**src/rtl/ctrl_pkg.sv**
```systemverilog
// Shared state encoding, opcode map and control-word layout for the multi-cycle controller.
package ctrl_pkg;

    typedef enum logic [2:0] {
        FETCH,
        DECODE,
        EXEC,
        MEM,
        WB
    } state_t;

    localparam logic [3:0] OP_LOAD     = 4'b0000;
    localparam logic [3:0] OP_STORE    = 4'b0001;
    localparam logic [3:0] OP_JUMP     = 4'b0010;
    localparam logic [3:0] OP_CMP      = 4'b0100;
    localparam logic [3:0] OP_RTYPE    = 4'b1000;
    localparam logic [1:0] OP_IMM_MSB2 = 2'b11;

    localparam logic [6:0] ALUOP_CMP = 7'b1000111;

    typedef struct packed {
        logic mem;
        logic load;
        logic writer;
        logic jump;
        logic set_window;
        logic imm_sel;
        logic illegal;
    } ctrl_t;

endpackage

```
**src/rtl/ctrl_decode.sv**
```systemverilog
// Combinational decode of the latched instruction into a control word and ALU operation.
module ctrl_decode
    import ctrl_pkg::*;
#(
    parameter int unsigned OP_W    = 4,
    parameter int unsigned FUNC_W  = 8,
    parameter int unsigned ALUOP_W = 7
) (
    input  logic [OP_W-1:0]    opcode,
    input  logic [FUNC_W-1:0]  func,
    output ctrl_t              cw,
    output logic [ALUOP_W-1:0] aluop
);

    logic [2:0] imm_shamt;

    always_comb begin
        cw        = '0;
        aluop     = '0;
        imm_shamt = {1'b0, opcode[1:0]} + 3'd1;
        // Any opcode bit above the 4-bit decode field makes the instruction illegal
        if ((32'(opcode) >> 4) != 32'd0) begin
            cw.illegal = 1'b1;
        end else begin
            case (opcode[3:0])
                OP_LOAD: begin
                    cw.mem    = 1'b1;
                    cw.load   = 1'b1;
                    cw.writer = 1'b1;
                end
                OP_STORE: cw.mem  = 1'b1;
                OP_JUMP:  cw.jump = 1'b1;
                OP_CMP:   aluop   = ALUOP_W'(ALUOP_CMP);
                OP_RTYPE: begin
                    aluop         = func[ALUOP_W-1:0];
                    cw.set_window = func[7];
                    cw.writer     = (func[7:6] == 2'b00);
                end
                default: begin
                    if (opcode[3:2] == OP_IMM_MSB2) begin
                        aluop      = ALUOP_W'(1) << imm_shamt;
                        cw.imm_sel = 1'b1;
                        cw.writer  = 1'b1;
                    end else begin
                        cw.illegal = 1'b1;
                    end
                end
            endcase
        end
    end

endmodule

```
**src/rtl/multicycle_controller.sv**
```systemverilog
// Multi-cycle FETCH/DECODE/EXEC/MEM/WB controller with memory-ack timeout.
// Output registers load the strobes of the state being entered, so each strobe is seen in its own state.
module multicycle_controller
    import ctrl_pkg::*;
#(
    parameter int unsigned OP_W        = 4,
    parameter int unsigned FUNC_W      = 8,
    parameter int unsigned ALUOP_W     = 7,
    parameter int unsigned MEM_TIMEOUT = 15
) (
    input  logic               clk,
    input  logic               rst,
    input  logic               instr_valid,
    output logic               instr_ready,
    input  logic [OP_W-1:0]    opcode,
    input  logic [FUNC_W-1:0]  func,
    input  logic               mem_ack,
    output logic               setWindow,
    output logic               jump,
    output logic               mem_read,
    output logic               mem_write,
    output logic               immdSel,
    output logic               memOrALU,
    output logic               toWrite,
    output logic [ALUOP_W-1:0] ALUop,
    output logic               illegal,
    output logic               busy
);

    localparam int unsigned CNT_W = $clog2(MEM_TIMEOUT + 1);

    state_t             state;
    logic [OP_W-1:0]    op_q;
    logic [FUNC_W-1:0]  func_q;
    logic [CNT_W-1:0]   tmo_cnt;
    ctrl_t              cw;
    logic [ALUOP_W-1:0] dec_aluop;

    ctrl_decode #(
        .OP_W    (OP_W),
        .FUNC_W  (FUNC_W),
        .ALUOP_W (ALUOP_W)
    ) u_decode (
        .opcode (op_q),
        .func   (func_q),
        .cw     (cw),
        .aluop  (dec_aluop)
    );

    always_ff @(posedge clk) begin
        if (rst) begin
            state       <= FETCH;
            op_q        <= '0;
            func_q      <= '0;
            tmo_cnt     <= '0;
            instr_ready <= 1'b1;
            busy        <= 1'b0;
            setWindow   <= 1'b0;
            jump        <= 1'b0;
            mem_read    <= 1'b0;
            mem_write   <= 1'b0;
            immdSel     <= 1'b0;
            memOrALU    <= 1'b1;
            toWrite     <= 1'b0;
            ALUop       <= '0;
            illegal     <= 1'b0;
        end else begin
            // Strobes default to idle; each branch raises the ones owned by the next state
            setWindow <= 1'b0;
            jump      <= 1'b0;
            mem_read  <= 1'b0;
            mem_write <= 1'b0;
            immdSel   <= 1'b0;
            memOrALU  <= 1'b1;
            toWrite   <= 1'b0;
            ALUop     <= '0;
            illegal   <= 1'b0;

            case (state)
                FETCH: begin
                    if (instr_valid) begin
                        op_q        <= opcode;
                        func_q      <= func;
                        state       <= DECODE;
                        instr_ready <= 1'b0;
                        busy        <= 1'b1;
                    end
                end
                DECODE: begin
                    state     <= EXEC;
                    setWindow <= cw.set_window;
                    jump      <= cw.jump;
                    immdSel   <= cw.imm_sel;
                    ALUop     <= dec_aluop;
                    illegal   <= cw.illegal;
                end
                EXEC: begin
                    if (cw.mem) begin
                        state     <= MEM;
                        tmo_cnt   <= '0;
                        mem_read  <= cw.load;
                        mem_write <= ~cw.load;
                    end else if (cw.writer) begin
                        state    <= WB;
                        toWrite  <= 1'b1;
                        memOrALU <= 1'b1;
                        immdSel  <= cw.imm_sel;
                        ALUop    <= dec_aluop;
                    end else begin
                        state       <= FETCH;
                        instr_ready <= 1'b1;
                        busy        <= 1'b0;
                    end
                end
                MEM: begin
                    // Ack is checked before the timeout so a same-cycle ack completes normally
                    if (mem_ack) begin
                        if (cw.load) begin
                            state    <= WB;
                            toWrite  <= 1'b1;
                            memOrALU <= 1'b0;
                        end else begin
                            state       <= FETCH;
                            instr_ready <= 1'b1;
                            busy        <= 1'b0;
                        end
                    end else if (tmo_cnt == CNT_W'(MEM_TIMEOUT - 1)) begin
                        state       <= FETCH;
                        instr_ready <= 1'b1;
                        busy        <= 1'b0;
                        illegal     <= 1'b1;
                    end else begin
                        tmo_cnt   <= tmo_cnt + CNT_W'(1);
                        mem_read  <= cw.load;
                        mem_write <= ~cw.load;
                    end
                end
                WB: begin
                    state       <= FETCH;
                    instr_ready <= 1'b1;
                    busy        <= 1'b0;
                end
                default: begin
                    state       <= FETCH;
                    instr_ready <= 1'b1;
                    busy        <= 1'b0;
                end
            endcase
        end
    end

endmodule

```
**config.mk**
```make
export PLATFORM = sky130hd
export DESIGN_NAME = multicycle_controller
export DESIGN_NICKNAME = d
export VERILOG_FILES = /design/src/rtl/ctrl_pkg.sv /design/src/rtl/ctrl_decode.sv /design/src/rtl/multicycle_controller.sv
export SDC_FILE = /design/constraint.sdc
export NUM_CORES = 1
export LEC_CHECK = 0
export CAP_MARGIN = 20
export CORE_ASPECT_RATIO = 0.75
export CORE_MARGIN = 2
export CORE_UTILIZATION = 25
export CTS_CLUSTER_DIAMETER = 150
export CTS_CLUSTER_SIZE = 40
export DETAILED_ROUTE_END_ITERATION = 10
export HOLD_SLACK_MARGIN = 0.03
export PLACE_DENSITY_LB_ADDON = 0.2
export RECOVER_POWER = 25
export REMOVE_ABC_BUFFERS = 1
export SETUP_SLACK_MARGIN = 0.3
export SLEW_MARGIN = 20
export SYNTH_ARGS = -nofsm -noshare
export SYNTH_HDL_FRONTEND = slang
export SYNTH_SLANG_ARGS = --single-unit
```
**constraint.sdc**
```tcl
create_clock -name clk -period 4.8 [get_ports clk]
set_clock_uncertainty 0.1 [all_clocks]
set_input_delay 1.44 -clock clk [delete_from_list [all_inputs] [get_ports clk]]
set_output_delay 1.44 -clock clk [all_outputs]
set_load 0.01 [all_outputs]
```
### Word level (Yosys, flattened, before mapping)

Index checks and enable logic that the tools add are counted.

| word-level totals | value |
|---|---|
| bits in registers | 36 |
| input port bits | 16 |
| logic and storage cells | 112 |

| operators by class | value |
|---|---|
| add/subtract/negate cells | 2 |
| equal/unequal tests | 17 |
| shift operators | 1 |
| mux-type cells | 57 |
| bitwise gates (word level) | 5 |
| reduce and logical (&&, ||, !) cells | 15 |

Operators by type and width:

| cell | count |
|---|---|
| two-way mux 1 bit | 32 |
| two-way mux 7 bit | 3 |
| one-hot mux 7 bit (3 select lines) | 1 |
| two-way mux 3 bit | 6 |
| one-hot mux 7 bit (2 select lines) | 1 |
| two-way mux 4 bit | 3 |
| inequality test 2 bit (second input constant) | 6 |
| one-hot mux 3 bit (4 select lines) | 1 |
| OR reduction 3 bit | 4 |
| one-hot mux 1 bit (2 select lines) | 5 |
| equality test 4 bit (second input constant) | 2 |
| one-hot mux 1 bit (4 select lines) | 2 |
| one-hot mux 4 bit (2 select lines) | 1 |
| left shift 1 x 3 -> 7 bit (first input constant) | 1 |
| equality test 3 x 2 -> 1 bit (second input constant) | 2 |
| inequality test 3 bit (second input constant) | 2 |
| AND reduction 6 bit | 1 |
| NOT 1 bit | 5 |
| OR reduction 5 bit | 1 |
| adder 4 x 1 -> 4 bit (second input constant) | 1 |
| equality test 4 x 1 -> 1 bit (second input constant) | 1 |
| equality test 4 x 2 -> 1 bit (second input constant) | 1 |
| equality test 4 x 3 -> 1 bit (second input constant) | 1 |
| logical NOT 4 bit | 1 |
| 11 further kinds | 13 |

### Longest topological paths before layout

| depth | value |
|---|---|
| word-level depth | 7 |
| gate-level depth with buffers | 6 |

### Cells and area by module

From an unflattened synthesis, not the netlist that was laid out.

| second synthesis, totals | value |
|---|---|
| cell total of the unflattened synthesis | 191 |
| area, all modules | 1609.0 um2 |

By module, submodules not included:

| module | instances | cells an instance | area each (um2) |
|---|---|---|---|
| multicycle_controller | 1 | 154 | 1375.1 |
| ctrl_decode | 1 | 37 | 234.0 |

### Least setup slack after synthesis

Ideal clock, no wire load.

| path | value |
|---|---|
| kind | input-to-reg |
| from | input port mem_ack |
| to | register instr_ready |
| setup time | 0.122 ns |
| data arrival time | 2.234 ns |
| required time | 4.578 ns |
| slack | 2.345 ns |
| cell stages on the path | 4 |
| path buffers | 0 |
| cell sequence | a31o_2 > nor3b_1 > nor3_1 > a221o_1 |

| on the way | value |
|---|---|
| cells in the longest elaborated chain, start to end | 2 |
| elaborated cells between the ends (all ways) | 5 |
| those cells by class | eq/ne (2); mux (2); reduce/logical (1) |

Ends and longest elaborated chain:

| item | RTL line | RTL |
|---|---|---|
| start, declared | multicycle_controller.sv:17 | `input logic mem_ack,` |
| inequality test 3 bit (no line) / two-way mux 1 bit (equally long branches) | - |  |
| AND reduction 6 bit (no line) / one-hot mux 1 bit (4 select lines) (equally long branches) | - |  |
| end signal, assigned | multicycle_controller.sv:56 | `instr_ready <= 1'b1;` |
| end signal, assigned | multicycle_controller.sv:85 | `instr_ready <= 1'b0;` |
| end signal, assigned | multicycle_controller.sv:111 | `instr_ready <= 1'b1;` |
| end, declared | multicycle_controller.sv:14 | `output logic instr_ready,` |

Several ways; a longest one is shown, not always the timed one.
A chain may end at the register's enable or synchronous reset.

==> out/metrics.cfg <==
[worst_hold_path]
hp-class=reg2reg

[die]
die_w_um=94.2
die_h_um=71.6
pin_count=33
fp.dieArea_sq_um=6750
rows=24
core_sq_um=5860
start_util_pct=26.0

[finish]
drive_gt1_share_pct=8.25
synthToLayoutAreaGrowth_pct=29.8
nNetsFinal=223
fill_cells=657
final_cells=284
diodes=0

[power_and_ir_drop]
power.density_nw_per_um2=352
p_leak_nw=0.698
pwr-share-seq_pct=49.6
pwr-share-clk_pct=30.5
irDropWorstVdd_v=0.000118
power.internal_mw=0.500
power.switching_mw=0.197
p_comb_share_pct=19.8
swShare_pct=28.2

[timing]
timing.hold.ws_ps=360
finalCritPeriodShare_pct=62.4
grt_setup_unrepaired=no
drv_slew=0
finalHoldViolations=0
fmax_mhz=334
worst_slack_ps=1800
finalSetupViolations=0
fin_setup_tns_ps=0
tightest_slew_ps=985
fin_crit_ps=3000
relSlewSlack_pct=34.1

[global_route]
grt_usage_pct=10.7
grt_antenna_before_repair=0
gr-total-overflow=0
grt_pass1_wl_um=5650
grt_pass1_vias=1191
grt_max_degree=28

[yosys]
yosysMostFrequentCell=dfxtp_1
synth_top_area_share_pct=47.3
syn_inst=176
yosysSeqAreaShare_pct=47.3
synth_commonest_cells=dfxtp_1, nand2_1, a21oi_1
synth-seq-cells=36
synth.avg_cell_area_sq_um=8.67
yosysWarnings=0
synthFlopType=dfxtp_1
synth-edff-count=0
synth_area_sq_um=1530
yosysTopAreaCell=dfxtp_1
ys_types=42
postSynth.asyncResetShare_pct=0
synth_area_leaders=dfxtp_1, nand2_1, a21oi_1

[routing]
via_per_inst=4.48
drt_iter0_drc=73
antenna_left=0
vias=1272
wire_per_inst_um=12.6
drc=0
dr.pass1.iters=4
routed_wl_um=3570

[worst_setup_path]
critPathCaptureType=register
cp_cell_sequence=dlygate4sd3_1 > nor2_1 > nand2_1 > nor3_1
crit_slowest_cell=dlygate4sd3_1
worst-setup-path-type=in2reg
arrival_ps=3050
worstPathMaxFanout=27
cp.required_ps=4860
cpPeakStageDelay_ps=1180
start_kind=primary input

[clock_network]
htree_levels=2
cts_tree=done
cts-root-buf=clkbuf_8
ctsHoldBuffers=0
clkTransAtPathRegs_ps=70
cts_setup_buffers=0
ctsResizeCount=0
cts_buffers=5
clkLatencyLatePin_ps=280
cts_buffer_depth=2
cts.sinks=36

[placed_design]
post-place-ws_ps=1500
dpl.hpwl_um=2580
place_congestion=0.783
placement.io_buffers=32
placedCellCount=276

[run_status]
status=completed

[flow_run]
drv_cap=0

-- flip-flops by register name (all words and copies together), names as in the netlist, 3 cells and up --
| register | flops |
|---|---|
| ALUop | 7 |
| op_q | 4 |
| state | 3 |
| tmo_cnt | 4 |
| func_q | 8 |
-- per-stage QoR --
stage	total power [mW]	area, sq um	util (%)
after floorplan	0.437	1470	-
after global placement	0.489	1890	32.3
after detailed placement	0.491	1890	32.3
after CTS	0.706	1980	33.8
after global routing	0.737	1980	33.8
final	0.697	1980	33.8
-- layout by cell type (no fill, tap or decap), drive strengths merged, types with 2 or more instances in the layout --
cell type	synthesis	routed
a211oi	2	2
nand3b	2	2
and2	3	3
a21oi	20	20
clkbuf	4	8
inv	2	2
xnor2	3	3
nor2b	2	2
nor2	19	19
dfxtp	36	36
nand4	2	2
nand2b	5	5
o21ai	3	3
nand2	29	29
ha	2	2
o21ba	2	2
nand3	3	3
nor3	11	11
nor4	4	4
clkdlybuf4s50	0	27
dlygate4sd3	0	5
-- cells by family after synthesis --
| group | share of synthesized area [%] |
|---|---|
| and+or+nand+nor | 29.4 |
| AOI/OAI and AO/OA | 15.9 |
| adders and majority gates | 1.64 |
| DFF | 47.3 |
| buffers and inverters | 4.02 |
| xor gates and xnor gates | 1.72 |
-- final timing paths --
check	depth (start not counted)	slack, ps	endpoint	startpoint
worst min-delay path	2	360	func_q[0]$_SDFFE_PP0P_	func_q[0]$_SDFFE_PP0P_
worst max register to register	4	2820	busy$_SDFFE_PP0P_	op_q[3]$_SDFFE_PP0P_
worst max-delay path	4	1800	ALUop[6]$_SDFF_PP0_	rst
worst min register to register	2	360	func_q[0]$_SDFFE_PP0P_	func_q[0]$_SDFFE_PP0P_
-- critical path, delay by kind of cell --
kind / cells / cell delay [ps]
buf+inv: 1 / 1180
simple gates: 3 / 420
-- power by group through the flow --
stage	logic (mW)	clock network [mW]	registers [mW]
detailed placement	0.139	0	0.352
global placement	0.138	0	0.351
CTS	0.140	0.220	0.345
global route	0.154	0.234	0.349
floorplan	0.0897	0	0.347
finish	0.138	0.213	0.346
-- routing by layer --
metal | routed length [um] | track usage (%)
met5 | 0 | 0
met1 | 1890 | 16.0
met3 | 243 | 3.15
met2 | 1400 | 14.5
met4 | 36 | 3.86
-- layout make-up --
class / count / area [sq um] / share of cell area [%]
inverter: 2 / 7.51 / 0.379
sequential: 36 / 721 / 36.4
multi-input combinational: 128 / 743 / 37.5
tap: 78 / 97.6 / 4.93
timing repair buffer: 32 / 320 / 16.2
clock buffer: 8 / 90.1 / 4.55
Note: power is estimated with default switching activity, not from simulation.
